File: src/rtl/sclkfifoarb.sv
// Round-robin write arbiter feeding a single sclkfiforeg write port through a one-entry output stage.
// Optional burst locking is built when SCLKFIFOARB_LOCK_EN is defined.
module sclkfifoarb #(
  parameter int WIDTH = 32,
  parameter int NREQ  = 4,
  parameter int IDXW  = 2
) (
  input  logic                  clk,
  input  logic                  srst,
  input  logic [NREQ-1:0]       req_wen,
  input  logic [NREQ*WIDTH-1:0] req_wdata,
  input  logic [NREQ-1:0]       req_wlast,
  output logic [NREQ-1:0]       req_wfull,
  output logic                  fifo_wen,
  output logic [WIDTH-1:0]      fifo_wdata,
  output logic [IDXW-1:0]       fifo_wsrc,
  input  logic                  fifo_wfull
);

  logic             r_ovalid;
  logic [WIDTH-1:0] r_odata;
  logic [IDXW-1:0]  r_osrc;
  logic [IDXW-1:0]  r_rr_ptr;

  logic             w_slot;
  logic             w_accept;
  logic             w_gnt_vld;
  logic [IDXW-1:0]  w_gnt;
  logic [IDXW-1:0]  w_gnt_nxt;
  logic [WIDTH-1:0] w_gnt_data;
  logic [2*NREQ-1:0] w_req_rot;
  logic [IDXW:0]    w_sum;
  logic [WIDTH-1:0] w_wdata [NREQ];

  for (genvar i = 0; i < NREQ; i++) begin : g_lane
    assign w_wdata[i]   = req_wdata[i*WIDTH +: WIDTH];
    assign req_wfull[i] = !(w_accept && (w_gnt == IDXW'(i)));
  end

`ifdef SCLKFIFOARB_LOCK_EN
  logic            r_locked;
  logic [IDXW-1:0] r_lock_idx;
`else
  logic w_unused_wlast;
  assign w_unused_wlast = ^req_wlast;
`endif

  assign w_slot    = !r_ovalid || !fifo_wfull;
  assign w_req_rot = {req_wen, req_wen} >> r_rr_ptr;

  // First requester at or after rr_ptr wins; index wrapped back into 0..NREQ-1.
  always_comb begin
    w_gnt_vld = 1'b0;
    w_gnt     = '0;
    w_sum     = '0;
    for (int k = 0; k < NREQ; k++) begin
      if (!w_gnt_vld && w_req_rot[k]) begin
        w_gnt_vld = 1'b1;
        w_sum     = {1'b0, r_rr_ptr} + (IDXW+1)'(k);
        if (w_sum >= (IDXW+1)'(NREQ)) w_sum = w_sum - (IDXW+1)'(NREQ);
        w_gnt     = w_sum[IDXW-1:0];
      end
    end
`ifdef SCLKFIFOARB_LOCK_EN
    if (r_locked) begin
      w_gnt     = r_lock_idx;
      w_gnt_vld = |(req_wen & (NREQ'(1) << r_lock_idx));
    end
`endif
  end

  always_comb begin
    w_gnt_data = '0;
    for (int i = 0; i < NREQ; i++)
      if (w_gnt == IDXW'(i)) w_gnt_data = w_wdata[i];
  end

  assign w_accept  = w_slot && w_gnt_vld && !srst;
  assign w_gnt_nxt = (w_gnt == IDXW'(NREQ-1)) ? '0 : w_gnt + IDXW'(1);

  always_ff @(posedge clk) begin
    if (srst) begin
      r_ovalid <= 1'b0;
      r_odata  <= '0;
      r_osrc   <= '0;
      r_rr_ptr <= '0;
    end else if (w_accept) begin
      r_ovalid <= 1'b1;
      r_odata  <= w_gnt_data;
      r_osrc   <= w_gnt;
      r_rr_ptr <= w_gnt_nxt;
    end else if (!fifo_wfull) begin
      r_ovalid <= 1'b0;
    end
  end

`ifdef SCLKFIFOARB_LOCK_EN
  // A non-last word opens a burst; the last word of the locked producer closes it.
  always_ff @(posedge clk) begin
    if (srst) begin
      r_locked   <= 1'b0;
      r_lock_idx <= '0;
    end else if (w_accept) begin
      if (r_locked) begin
        if (|(req_wlast & (NREQ'(1) << r_lock_idx))) r_locked <= 1'b0;
      end else if (!(|(req_wlast & (NREQ'(1) << w_gnt)))) begin
        r_locked   <= 1'b1;
        r_lock_idx <= w_gnt;
      end
    end
  end
`endif

  assign fifo_wen   = r_ovalid;
  assign fifo_wdata = r_odata;
  assign fifo_wsrc  = r_osrc;

endmodule

File: config.mk
export PLATFORM = sky130hd
export DESIGN_NAME = sclkfifoarb
export DESIGN_NICKNAME = d
export VERILOG_FILES = /design/src/rtl/sclkfifoarb.sv
export SDC_FILE = /design/constraint.sdc
export NUM_CORES = 1
export LEC_CHECK = 0
export CAP_MARGIN = 30
export CORE_UTILIZATION = 41
export CTS_BUF_LIST = sky130_fd_sc_hd__clkbuf_8
export DETAILED_ROUTE_END_ITERATION = 7
export PLACE_DENSITY = 0.94
export REMOVE_ABC_BUFFERS = 1
export SKIP_CTS_REPAIR_TIMING = 1
export SLEW_MARGIN = 20
export SYNTH_ARGS = -nofsm -noshare
export SYNTH_HDL_FRONTEND = slang
export SYNTH_SLANG_ARGS = --single-unit
File: constraint.sdc
create_clock -name clk -period 7.35 [get_ports clk]
set_clock_uncertainty 0.05 [all_clocks]
set_input_delay 1.47 -clock clk [delete_from_list [all_inputs] [get_ports clk]]
set_output_delay 1.47 -clock clk [all_outputs]
set_load 0.03 [all_outputs]
# Word-level counts from Yosys, hierarchy flattened
# Index checks and enable logic that the tools add are counted.
[totals]
ff_bits = 37
input_bits = 139
[op_classes]
addsub = 8
magnitude_cmp = 4
n_eq_ne = 4
shifts = 1
mux = 19
n_reduce_logical = 21
[op_table]
columns = ["op", "n"]
rows = [
  ["32-bit two-way mux", 4],
  ["2-bit two-way mux", 9],
  ["1-bit zero test", 10],
  ["3-bit >= comparator, second input constant", 3],
  ["1-bit logical AND", 9],
  ["8-bit by 2-bit >> shifter with 4-bit output", 1],
  ["2-bit by 1-bit subtractor with 2-bit output, second input constant", 4],
  ["2-bit by 2-bit adder with 3-bit output, second input constant", 2],
  ["1-bit two-way mux", 6],
  ["2-bit == test, second input constant", 2],
  ["2-bit by 1-bit adder with 3-bit output, second input constant", 1],
  ["2-bit by 3-bit >= comparator with 1-bit output, second input constant", 1],
  ["2-bit by 1-bit adder with 2-bit output, second input constant", 1],
  ["2-bit by 1-bit == test with 1-bit output, second input constant", 1],
  ["2-bit zero test", 1],
  ["2-bit by 1-bit != test with 1-bit output, second input constant", 1],
  ["1-bit logical OR", 1],
]

# Longest topological paths before layout
# Gate-level depths: netlist (run 1).
[depth]
ltp_word = 16
depth_mapped = 9
depth_no_buf = 7

# Worst setup path after synthesis (run 1)
# OpenSTA, ideal clock, no wires.
[synth_timing]
kind = "input port to output port"
from = "input req_wen[2]"
to = "output req_wfull[3]"
t_arrival_ns = 3.059
required_ns = 5.830
setup_slack_ns = 2.771
stages = 7
n_path_buf = 2
cell_sequence = "mux2i_1 nor2_1 nor4_1 ha_1 clkbuf_1 clkbuf_1 nand2_1"
[synth_via]
word_cells_on_any_way = 20
cone_classes = "eq/ne (1); shift (1); mux (8); reduce/logical (10)"
[synth_lines]
columns = ["item", "line_no", "source"]
rows = [
  ["start: declaration", "10", "input logic [NREQ-1:0] req_wen,"],
  ["8-bit by 2-bit >> shifter with 4-bit output *", "49", "assign w_req_rot = {req_wen, req_wen} >> r_rr_ptr;"],
  ["1-bit two-way mux", "57", "if (!w_gnt_vld && w_req_rot[k]) begin"],
  ["1-bit zero test", "57", ""],
  ["1-bit logical AND", "57", ""],
  ["1-bit two-way mux", "57", ""],
  ["1-bit zero test", "57", ""],
  ["1-bit logical AND", "57", ""],
  ["1-bit two-way mux", "57", ""],
  ["1-bit zero test", "57", ""],
  ["1-bit logical AND", "57", ""],
  ["2-bit two-way mux *", "57", ""],
  ["net w_gnt[0]", "28", "logic [IDXW-1:0] w_gnt;"],
  ["2-bit == test *", "37", "assign req_wfull[i] = !(w_accept && (w_gnt == IDXW'(i)));"],
  ["1-bit logical AND *", "37", ""],
  ["1-bit zero test *", "37", ""],
  ["end: declaration", "13", "output logic [NREQ-1:0] req_wfull,"],
]
# The timed path passes the listed nets; every way through them passes the cells marked *.

# Worst setup path in the final report (run 1)
[layout_timing]
from = "input req_wen[2]"
to = "output req_wfull[0]"
[layout_via]
elab_chain_len = 15
word_cells_on_any_way = 20
cone_classes = "shift (1); mux (8); reduce/logical (11)"
[layout_lines]
columns = ["item", "line_no", "source"]
rows = [
  ["8-bit by 2-bit >> shifter with 4-bit output *", "49", ""],
  ["1-bit two-way mux", "57", ""],
  ["1-bit zero test", "57", ""],
  ["1-bit logical AND", "57", ""],
  ["1-bit two-way mux", "57", ""],
  ["1-bit zero test", "57", ""],
  ["1-bit logical AND", "57", ""],
  ["1-bit two-way mux", "57", ""],
  ["1-bit zero test", "57", ""],
  ["1-bit logical AND", "57", ""],
  ["1-bit two-way mux", "57", ""],
  ["1-bit logical AND (2 in series)", "78", "assign w_accept = w_slot && w_gnt_vld && !srst;"],
  ["1-bit logical AND *", "37", ""],
  ["1-bit zero test *", "37", ""],
]
# Every way passes the cells marked *; elsewhere a longest branch is shown, timed or not.

==> impl_results.md, run 1 <==
* Dpl cells at 560
* Fmax at 0.183 GHz
* CTS root buffer: clkbuf_8
* Clock-pin transition on the worst setup and hold timing paths at 0.07 ns
* Initial antenna violation count at 0
* Clk_lat worst skew at 0.28 ns
* Rows at 29
* Initial DRC Count at 188
* Most common cell on crit path: clkdlybuf4s50_1
* Synth area leader: dfxtp_1
* I/O Pins at 178
* Kind of critical path: in -> out
* Min Hold Slack at 0.481 ns
* Status: complete, but fails checks
* Delay-heaviest family, CP: buffers and inverters
* Tcrit/Tclk final at 0.742
* Number of port buffers at 173
* Average wire per standard cell at 15.8 µm
* # DRC at 22
* Routed WL at 8980 µm
* Async SR Flop Fraction at 0
* Post-synth EDFFs at 0
* HP Class: reg -> reg
* Leak at 1.72 nW
* Die Height at 83.8 µm
* Layout filler cell count at 535
* Synthesis Warnings at 0
* Synthesized flop and latch total at 37
* WP depth at 7
* Crit Path Max Fanout at 6
* Setup TNS Final at 0 ns
* Vias in the first global route at 3087
* First-pass GRT wire length at 14200 µm
* Yosys top cell area share at 0.270
* DR vias at 3254
* CP startpoint kind: input pin
* Net Sw Power at 385 µW
* Slowest-stage cell, CP: clkdlybuf4s50_1
* Slew @ Worst Pin at 0.951 ns
* Commonest cells post-synth: 38 x nand2_1, 37 x dfxtp_1, 34 x a21oi_1
* Worst setup EP type: primary output
* Die X at 83.8 µm
* Most common flop cell mapped by yosys: dfxtp_1
* Vias/cell at 5.73
* Overall Global Routing Usage at 0.248
* Final hold vios at 0
* Fin cells at 568
* CTS tree: done
* 1st-pass router iterations at 6
* Layout cell share with drive strength beyond 1 at 0.0998
* Hold Path Cell Cnt at 2
* Clock power frac at 0.168
* Final ANT Viol Nets at 0
* # diodes at 0
* Seq pwr share at 0.268
* Yosys cell types at 34
* Total global routing overflow at 0
* Buf+Inv Stages, Crit Path at 2
* Critical path required time at 5.83 ns
* Die area at 0.00703 mm²
* Initial Util at 0.428
* Cell area after layout at 0.00458 mm²
* Routability-driven placement congestion ratio at 0.862
* Sw frac at 0.386
* Cell Area, Synth at 0.00275 mm²
* CTS max path bufs at 2
* Combinational power share at 0.564
* PwrDens at 218 mW/mm²
* Htree depth at 2
* Placed wire-length estimate at 6270 µm
* Relative slew slack at 0.366
* Core area at 0.00642 mm²
* Synth top area cells: dfxtp_1 27%, a22oi_2 12%, a221o_1 12%
* Nets at 634
* Max incr delay on CP at 0.68 ns
* Avg Inst Size Synth at 8.05 µm²
* Final Max Tran Viols at 0
* Int Pwr at 614 µW
* Worst r2r path cells at 8
* RSZ-0062 raised after global routing: false
* Area growth from synthesis to layout at 66.8%
* DP Worst Slack at 1.93 ns
* Maxcap violations at 0
* Clock Sinks at 37
* Maximum vdd drop at 0.106 mV
* Count leader, synth: nand2_1
* Gate Count Post-Synth at 341
* WP data arrival at 3.93 ns
* Sequential area share after synthesis at 0.270
* Finish-stage setup viols at 0
* Num CTS Buffers at 5
* DP Area at 0.00446 mm²
* Violated checks: DRC
* Largest net degree at the start of global routing at 65
* Setup WS post-layout at 1.90 ns
* Final min period at 5.45 ns
* Worst path cell trace: clkdlybuf4s50_1 -> mux2i_1 -> nor2_1 -> or4_1 -> ha_1 -> nand2_1 -> clkdlybuf4s50_1
==> power groups by stage <==
stage / clock, mW / sequential [mW] / combinational [mW]
6_report: 0.168 / 0.268 / 0.563
5_1_grt: 0.185 / 0.273 / 0.600
4_1_cts: 0.173 / 0.268 / 0.562
3_5_place_dp: 0 / 0.273 / 0.560
3_3_place_gp: 0 / 0.270 / 0.546
2_1_floorplan: 0 / 0.346 / 0.265
==> routing by layer <==
layer | vias up | global-route usage | part of all wire
met2 | 136 | 0.456 | 0.51
met5 | - | 0 | 0
met4 | 0 | 0.0690 | 0.011
met1 | 1529 | 0.286 | 0.40
met3 | 8 | 0.0584 | 0.078
li1 | 1581 | - | -
==> cell families (layout without fill, tap and decap cells) <==
kind of cell    after synthesis  after routing  share of synthesized area
flops                        37             37                      0.270
buf+inv                      72            222                      0.115
mux                           1              1                    0.00364
simple gates                 87             87                      0.178
compound gates              140            140                      0.415
fa+ha+maj                     4              4                     0.0182
==> layout by cell type (no fill, tap or decap), types with 2 or more instances in the layout <==
cell type,count
a31oi_1,32
a22oi_2,26
dfxtp_1,37
inv_1,33
a221o_1,32
o31ai_1,2
ha_2,3
nor2_1,5
clkdlybuf4s50_1,173
clkbuf_8,5
a21oi_1,34
nand3b_1,32
nand2b_1,3
o211ai_1,2
nand2_1,38
a22oi_1,6
buf_4,7
==> flip-flops by register name (all words and copies together) (netlist names) <==
name and count:
r_rr_ptr 2, fifo_wsrc 2, fifo_wen 1, fifo_wdata 32
==> cell type report <==
class / instances / area, µm² / share of cell area
timing repair buffer: 181 / 1800 / 0.393
multi-input combinational: 232 / 1710 / 0.374
sequential: 37 / 741 / 0.162
inverter: 34 / 128 / 0.0279
tap: 77 / 96.3 / 0.0210
clock buffer: 5 / 68.8 / 0.0150
clock inverter: 2 / 35.0 / 0.00765
==> stage by stage <==
stage | power [mW] | utilization
global route | 1.06 | 0.713
detailed placement | 0.833 | 0.695
finish | 0.999 | 0.713
global placement | 0.816 | 0.695
floorplan | 0.611 | -
CTS | 1.00 | 0.711
==> worst register-to-register path, stage by stage (launching register included) <==
cell	delay [ns]
dfxtp_1	0.40
mux2i_1	0.28
nor2_1	0.08
nor4_1	0.44
ha_2	0.26
buf_4	0.46
a21oi_1	0.18
a221o_1	0.38
a31oi_1	0.18
==> final timing paths <==
kind / slack, ns / startpoint / endpoint
min reg2reg: 0.48 / fifo_wsrc[0] / fifo_wsrc[0]
max reg2reg: 4.58 / r_rr_ptr[1] / fifo_wdata[5]
max: 1.90 / req_wen[2] / req_wfull[0]
min: 0.48 / fifo_wsrc[0] / fifo_wsrc[0]
Note: power is estimated with default switching activity, not from simulation.
==> run 2, diff against run 1 <==
--- a/config.mk
+++ b/config.mk
@@ -6,10 +6,10 @@
 export NUM_CORES = 1
 export LEC_CHECK = 0
 export CAP_MARGIN = 30
-export CORE_UTILIZATION = 41
+export CORE_UTILIZATION = 38
 export CTS_BUF_LIST = sky130_fd_sc_hd__clkbuf_8
 export DETAILED_ROUTE_END_ITERATION = 7
-export PLACE_DENSITY = 0.94
+export PLACE_DENSITY = 0.89
 export REMOVE_ABC_BUFFERS = 1
 export SKIP_CTS_REPAIR_TIMING = 1
 export SLEW_MARGIN = 20
==> constraint.sdc (replaced) <==
create_clock -name clk -period 5.69 [get_ports clk]
set_clock_uncertainty 0.05 [all_clocks]
set_input_delay 1.138 -clock clk [delete_from_list [all_inputs] [get_ports clk]]
set_output_delay 1.138 -clock clk [all_outputs]
set_load 0.03 [all_outputs]
==> run 2 against run 1 <==
Against the previous run: the flow now finishes without violations; global-route usage decreased by 1.3 points; design area decreased by 0.16%; via count decreased by 0.89%; hold slack about the same; wire length increased by 2.8%; first-iteration DRC count decreased by 41%; combinational power increased by 29%; highest routed layer unchanged.
==> impl_results.md, run 2 (synthesis results as in run 1) <==
* Status: finished clean
* I/O Pins at 178 (unchanged)
* Placed wire-length estimate at 6560 µm (+4.6%)
* Clk_lat worst skew at 0.28 ns (about the same)
* CTS root buffer: clkbuf_8
* Average wire per standard cell at 15.7 µm (-0.72%)
* DR vias at 3225 (-0.89%)
* Finish-stage setup viols at 0 (unchanged)
* Final Power at 1.24 mW (+24%)
* Relative slew slack at 0.360 (-0.00599)
* Worst setup EP type: primary output
* Core area at 0.00687 mm² (+7.0%)
* Hold Path Cell Cnt at 2 (unchanged)
* CP startpoint kind: input pin
* Maximum vdd drop at 0.113 mV (+7.0%)
* Overall Global Routing Usage at 0.236 (-0.0126)
* Vias/cell at 5.48 (-4.3%)
* Final Max Tran Viols at 0 (unchanged)
* Max reg flops at 32 (unchanged)
* Largest net degree at the start of global routing at 65 (unchanged)
* Routed WL at 9230 µm (+2.8%)
* RSZ-0062 raised after global routing: false
* Number of port buffers at 173 (unchanged)
* Final min period at 4.75 ns
* Setup TNS Final at 0 ns (unchanged)
* Die X at 87.0 µm (+3.8%)
* Layout cell share with drive strength beyond 1 at 0.0955 (-0.00427)
* CTS tree: done
* First-pass GRT wire length at 14100 µm (-0.58%)
* Fmax at 0.211 GHz
* WP data arrival at 3.56 ns (-0.37 ns)
* Clock Sinks at 37 (unchanged)
* Num CTS Buffers at 5 (unchanged)
* Rows at 30 (+3.4%)
* Final hold vios at 0 (unchanged)
* Maxcap violations at 0 (unchanged)
* Most common library cell in the layout ignoring fill and taps: clkdlybuf4s50_1
* Total global routing overflow at 0 (unchanged)
* Clock-pin transition on the worst setup and hold timing paths at 0.08 ns (about the same)
* Initial Util at 0.400 (-0.0278)
* Worst r2r path cells at 8 (unchanged)
* Initial antenna violation count at 0 (unchanged)
* Die area at 0.00757 mm² (+7.7%)
* Tcrit/Tclk final at 0.834
* # DRC at 0 (-100%)
* Slew @ Worst Pin at 0.960 ns (+0.00898 ns)
* Critical path required time at 4.50 ns (-1.33 ns)
* Fin cells at 588 (+3.5%)
* 1st-pass router iterations at 4 (-2)
* Initial DRC Count at 111 (-41%)
* CTS max path bufs at 2 (unchanged)
* Setup WS post-layout at 0.942 ns (-0.957 ns)
* Htree depth at 2 (unchanged)
* Most frequent cells in the layout: 173 x clkdlybuf4s50_1, 38 x nand2_1, 37 x dfxtp_1
* Vias in the first global route at 3036 (-1.7%)
* # diodes at 0 (unchanged)
* HP Class: reg -> reg
* Final ANT Viol Nets at 0 (unchanged)
* Crit Path Max Fanout at 6 (unchanged)
* Leak at 1.71 nW (-0.26%)
* Area growth from synthesis to layout at 66.5%
* Dpl cells at 580 (+3.6%)
* DP Worst Slack at 0.960 ns (-0.972 ns)
* Kind of critical path: in -> out
* PwrDens at 271 mW/mm² (+24%)
* Nets at 634 (unchanged)
* Routability-driven placement congestion ratio at 0.874 (+1.3%)
* Die Height at 87.0 µm (+3.8%)
-- run 2: cell count changes in the layout (fill, tap and decap cells not counted) --
cell and change:
buf_4 +1, buf_8 -1, bufinv_16 -1, clkinv_2 -1, inv_1 +3
-- run 2: final timing paths --
path	startpoint	to	slack, ns
hold / removal	fifo_wsrc[0]	fifo_wsrc[0]	0.48
hold reg to reg	fifo_wsrc[0]	fifo_wsrc[0]	0.48
setup reg to reg	r_rr_ptr[1]	fifo_wdata[20]	2.89
setup / recovery	req_wen[3]	req_wfull[0]	0.94
-- run 2: cell type report --
| type | instances | area (µm²) |
|---|---|---|
| multi-input combinational | 232 | 1710 |
| fill | 578 | 2300 |
| sequential | 37 | 741 |
| timing repair buffer | 181 | 1790 |
| clock buffer | 5 | 68.8 |
| clock inverter | 3 | 11.3 |
| tap | 96 | 120 |
| inverter | 34 | 128 |
-- run 2: power by group --
group          internal (mW)  leakage (nW)  switching [mW]
sequential             0.312         0.311          0.0343
clock                 0.0818        0.0519          0.0897
combinational          0.352          1.35           0.372
total                  0.746          1.71           0.496
-- run 2: per-layer routing --
layer / GRT usage / part of all wire / vias up
met1: 0.257 / 0.38 / 1520
li1: - / - / 1579
met5: 0 / 0 / -
met3: 0.0559 / 0.062 / 10
met4: 0.0591 / 0.012 / 0
met2: 0.454 / 0.54 / 116
-- run 2: worst max-delay path, stage by stage --
cell and delay (ns):
clkdlybuf4s50_1 0.59, nand2b_1 0.14, a21oi_1 0.11, or4_1 0.58, ha_1 0.25, nand2_1 0.06, clkdlybuf4s50_1 0.69
-- run 2: stage by stage --
stage / util / instance area, µm² / hold slack (ns)
4_1_cts: 0.666 / 4570 / 0.481
3_3_place_gp: 0.654 / 4490 / 0.459
2_1_floorplan: - / 2560 / 0.479
5_1_grt: 0.666 / 4570 / 0.512
6_report: 0.666 / 4570 / 0.482
3_5_place_dp: 0.654 / 4490 / 0.464
==> run 3, diff against run 2 <==
==> constraint.sdc (replaced) <==
create_clock -name clk -period 4.4 [get_ports clk]
set_clock_uncertainty 0.05 [all_clocks]
set_input_delay 0.88 -clock clk [delete_from_list [all_inputs] [get_ports clk]]
set_output_delay 0.88 -clock clk [all_outputs]
set_load 0.03 [all_outputs]
==> run 3 against run 2 <==
Against the previous run: sequential share of layout area decreased by 0.10 points; wire length decreased by 0.30%; global-route usage increased by 0.50 points; core utilization increased by 0.42 points; count of clock-buffer cells in the layout increased by 2; highest routed layer unchanged; die area unchanged; via count increased by 1.4%; power increased by 33%; worst setup slack got worse by 0.76 ns.
==> impl_results.md, run 3 (synthesis results as in run 1) <==
* Status: finished clean
* Seq pwr share at 0.272 (-0.007)
* Die X at 87.0 µm (unchanged)
* Max incr delay on CP at 0.69 ns (about the same)
* Most common library cell in the layout ignoring fill and taps: clkdlybuf4s50_1
* Maxcap violations at 0 (unchanged)
* PwrDens at 358 mW/mm² (+32%)
* Routed WL at 9200 µm (-0.30%)
* Initial Util at 0.400 (unchanged)
* Final hold vios at 0 (unchanged)
* Die Height at 87.0 µm (unchanged)
* CP startpoint kind: input pin
* RSZ-0062 raised after global routing: false
* Final ANT Viol Nets at 0 (unchanged)
* Total global routing overflow at 0 (unchanged)
* Overall Global Routing Usage at 0.241 (+0.00496)
* Vias in the first global route at 3238 (+6.7%)
* CTS tree: done
* Critical path required time at 3.47 ns (-1.03 ns)
* Die area at 0.00757 mm² (unchanged)
* Min Hold Slack at 0.476 ns (-0.00599 ns)
* I/O Pins at 178 (unchanged)
* Slowest-stage cell, CP: clkdlybuf4s50_1
* CTS root buffer: clkbuf_8
* Initial antenna violation count at 0 (unchanged)
* Multi-input gate area at 0.00171 mm² (unchanged)
* FF/Latch Area at 741 µm² (unchanged)
* First-pass GRT wire length at 14500 µm (+2.4%)
* # DRC at 0 (unchanged)
* Clock power frac at 0.157 (+0.019)
* Clock-pin transition on the worst setup and hold timing paths at 0.08 ns (about the same)
* Fmax at 0.237 GHz
* Setup TNS Final at 0 ns (unchanged)
* Rows at 30 (unchanged)
* Max reg flops at 32 (unchanged)
* Final min period at 4.22 ns
* Hold Path Cell Cnt at 2 (unchanged)
* Reg-to-reg critical path startpoint: r_rr_ptr[1]
* Largest net degree at the start of global routing at 65 (unchanged)
* Htree depth at 2 (unchanged)
* Most common cell on crit path: clkdlybuf4s50_1
* Clk_lat worst skew at 0.28 ns (about the same)
* Finish-stage setup viols at 0 (unchanged)
* Leak at 1.72 nW (+0.42%)
* Core area at 0.00687 mm² (unchanged)
* Min-delay src: fifo_wsrc[0]
* Layout filler cell count at 567 (-1.9%)
* Kind of critical path: in -> out
* WP data arrival at 3.29 ns (-0.27 ns)
* Routability-driven placement congestion ratio at 0.890 (+1.9%)
* Most frequent cells in the layout: 173 x clkdlybuf4s50_1, 38 x nand2_1, 37 x dfxtp_1
* Num CTS Buffers at 5 (unchanged)
* Sw frac at 0.392 (-0.00746)
* Placed wire-length estimate at 6650 µm (+1.3%)
* Int Pwr at 1.00 mW (+34%)
* RR Endpoint: fifo_wdata[11]
* 1st-pass router iterations at 4 (unchanged)
* Maximum vdd drop at 0.151 mV (+33%)
* Vias/cell at 5.55 (+1.3%)
* Worst path cell trace: clkdlybuf4s50_1 -> mux2i_1 -> nor2_1 -> or4_1 -> ha_1 -> nand2_1 -> clkdlybuf4s50_1
* Crit Path Max Fanout at 6 (unchanged)
* Worst Hold Endpoint: fifo_wsrc[0]
* Worst R2R Setup Slack at 1.64 ns (-1.25 ns)
* Cell area after layout at 0.00460 mm² (+0.63%)
* Clock Sinks at 37 (unchanged)
* Initial DRC Count at 171 (+54%)
* Area growth from synthesis to layout at 67.6%
* HP Class: reg -> reg
* Average wire per standard cell at 15.6 µm (-0.47%)
* Number of port buffers at 173 (unchanged)
* Net Sw Power at 645 µW (+30%)
* DP Area at 0.00450 mm² (+0.17%)
* Final Power at 1.65 mW (+33%)
* Relative slew slack at 0.379 (+0.0193)
* Nets at 635 (+0.16%)
* Layout cell share with drive strength beyond 1 at 0.103 (+0.00792)
* CTS max path bufs at 2 (unchanged)
* Final Max Tran Viols at 0 (unchanged)
* Worst r2r path cells at 8 (unchanged)
* DR vias at 3271 (+1.4%)
* Slew @ Worst Pin at 0.931 ns (-0.0289 ns)
* # diodes at 0 (unchanged)
* Combinational power share at 0.571 (-0.012)
* Worst setup EP type: primary output
* Tcrit/Tclk final at 0.958
run 3: worst max-delay path by stage:
stage | start | end | slack (ns) | cells past startpoint
after global placement | req_wen[2] | req_wfull[0] | 0.25 | 7
after global routing | req_wen[2] | req_wfull[0] | 0.09 | 7
after CTS | req_wen[2] | req_wfull[0] | 0.17 | 7
final | req_wen[2] | req_wfull[0] | 0.18 | 7
after floorplan | req_wen[2] | req_wfull[3] | 0.28 | 5
after detailed placement | req_wen[2] | req_wfull[0] | 0.18 | 7
run 3: per-layer routing:
metal | routed length (µm) | vias up | track usage
li1 | - | 1582 | -
met1 | 3550 | 1556 | 0.256
met2 | 4900 | 119 | 0.463
met3 | 586 | 14 | 0.0588
met4 | 166 | 0 | 0.0727
met5 | 0 | - | 0
run 3: stage by stage:
stage	worst slack (ns)	instances	utilization
finish	0.183	589	0.670
detailed placement	0.179	581	0.655
global placement	0.254	581	0.655
CTS	0.171	589	0.670
global route	0.0949	589	0.670
floorplan	0.276	303	-
run 3: cell type report:
class / instances / share of cell area
Timing Repair Buffer: 182 / 0.391
Multi-Input combinational cell: 232 / 0.372
Sequential cell: 37 / 0.161
Inverter: 34 / 0.0277
Tap cell: 96 / 0.0261
Clock buffer: 7 / 0.0209
Clock inverter: 1 / 0.00109
run 3: worst max-delay path, delay by kind of cell:
kind	cells	cell delay, ns
multiplexers	1	0.23
AND/OR/NAND/NOR	3	0.72
adder cells (fa/ha/maj)	1	0.25
buffers and inverters	2	1.19
run 3: power groups by stage:
stage	registers, mW	clock network [mW]	logic (mW)
floorplan	0.577	0	0.443
global placement	0.451	0	0.920
detailed placement	0.456	0	0.942
CTS	0.448	0.267	0.945
global route	0.457	0.281	1.01
finish	0.448	0.258	0.939
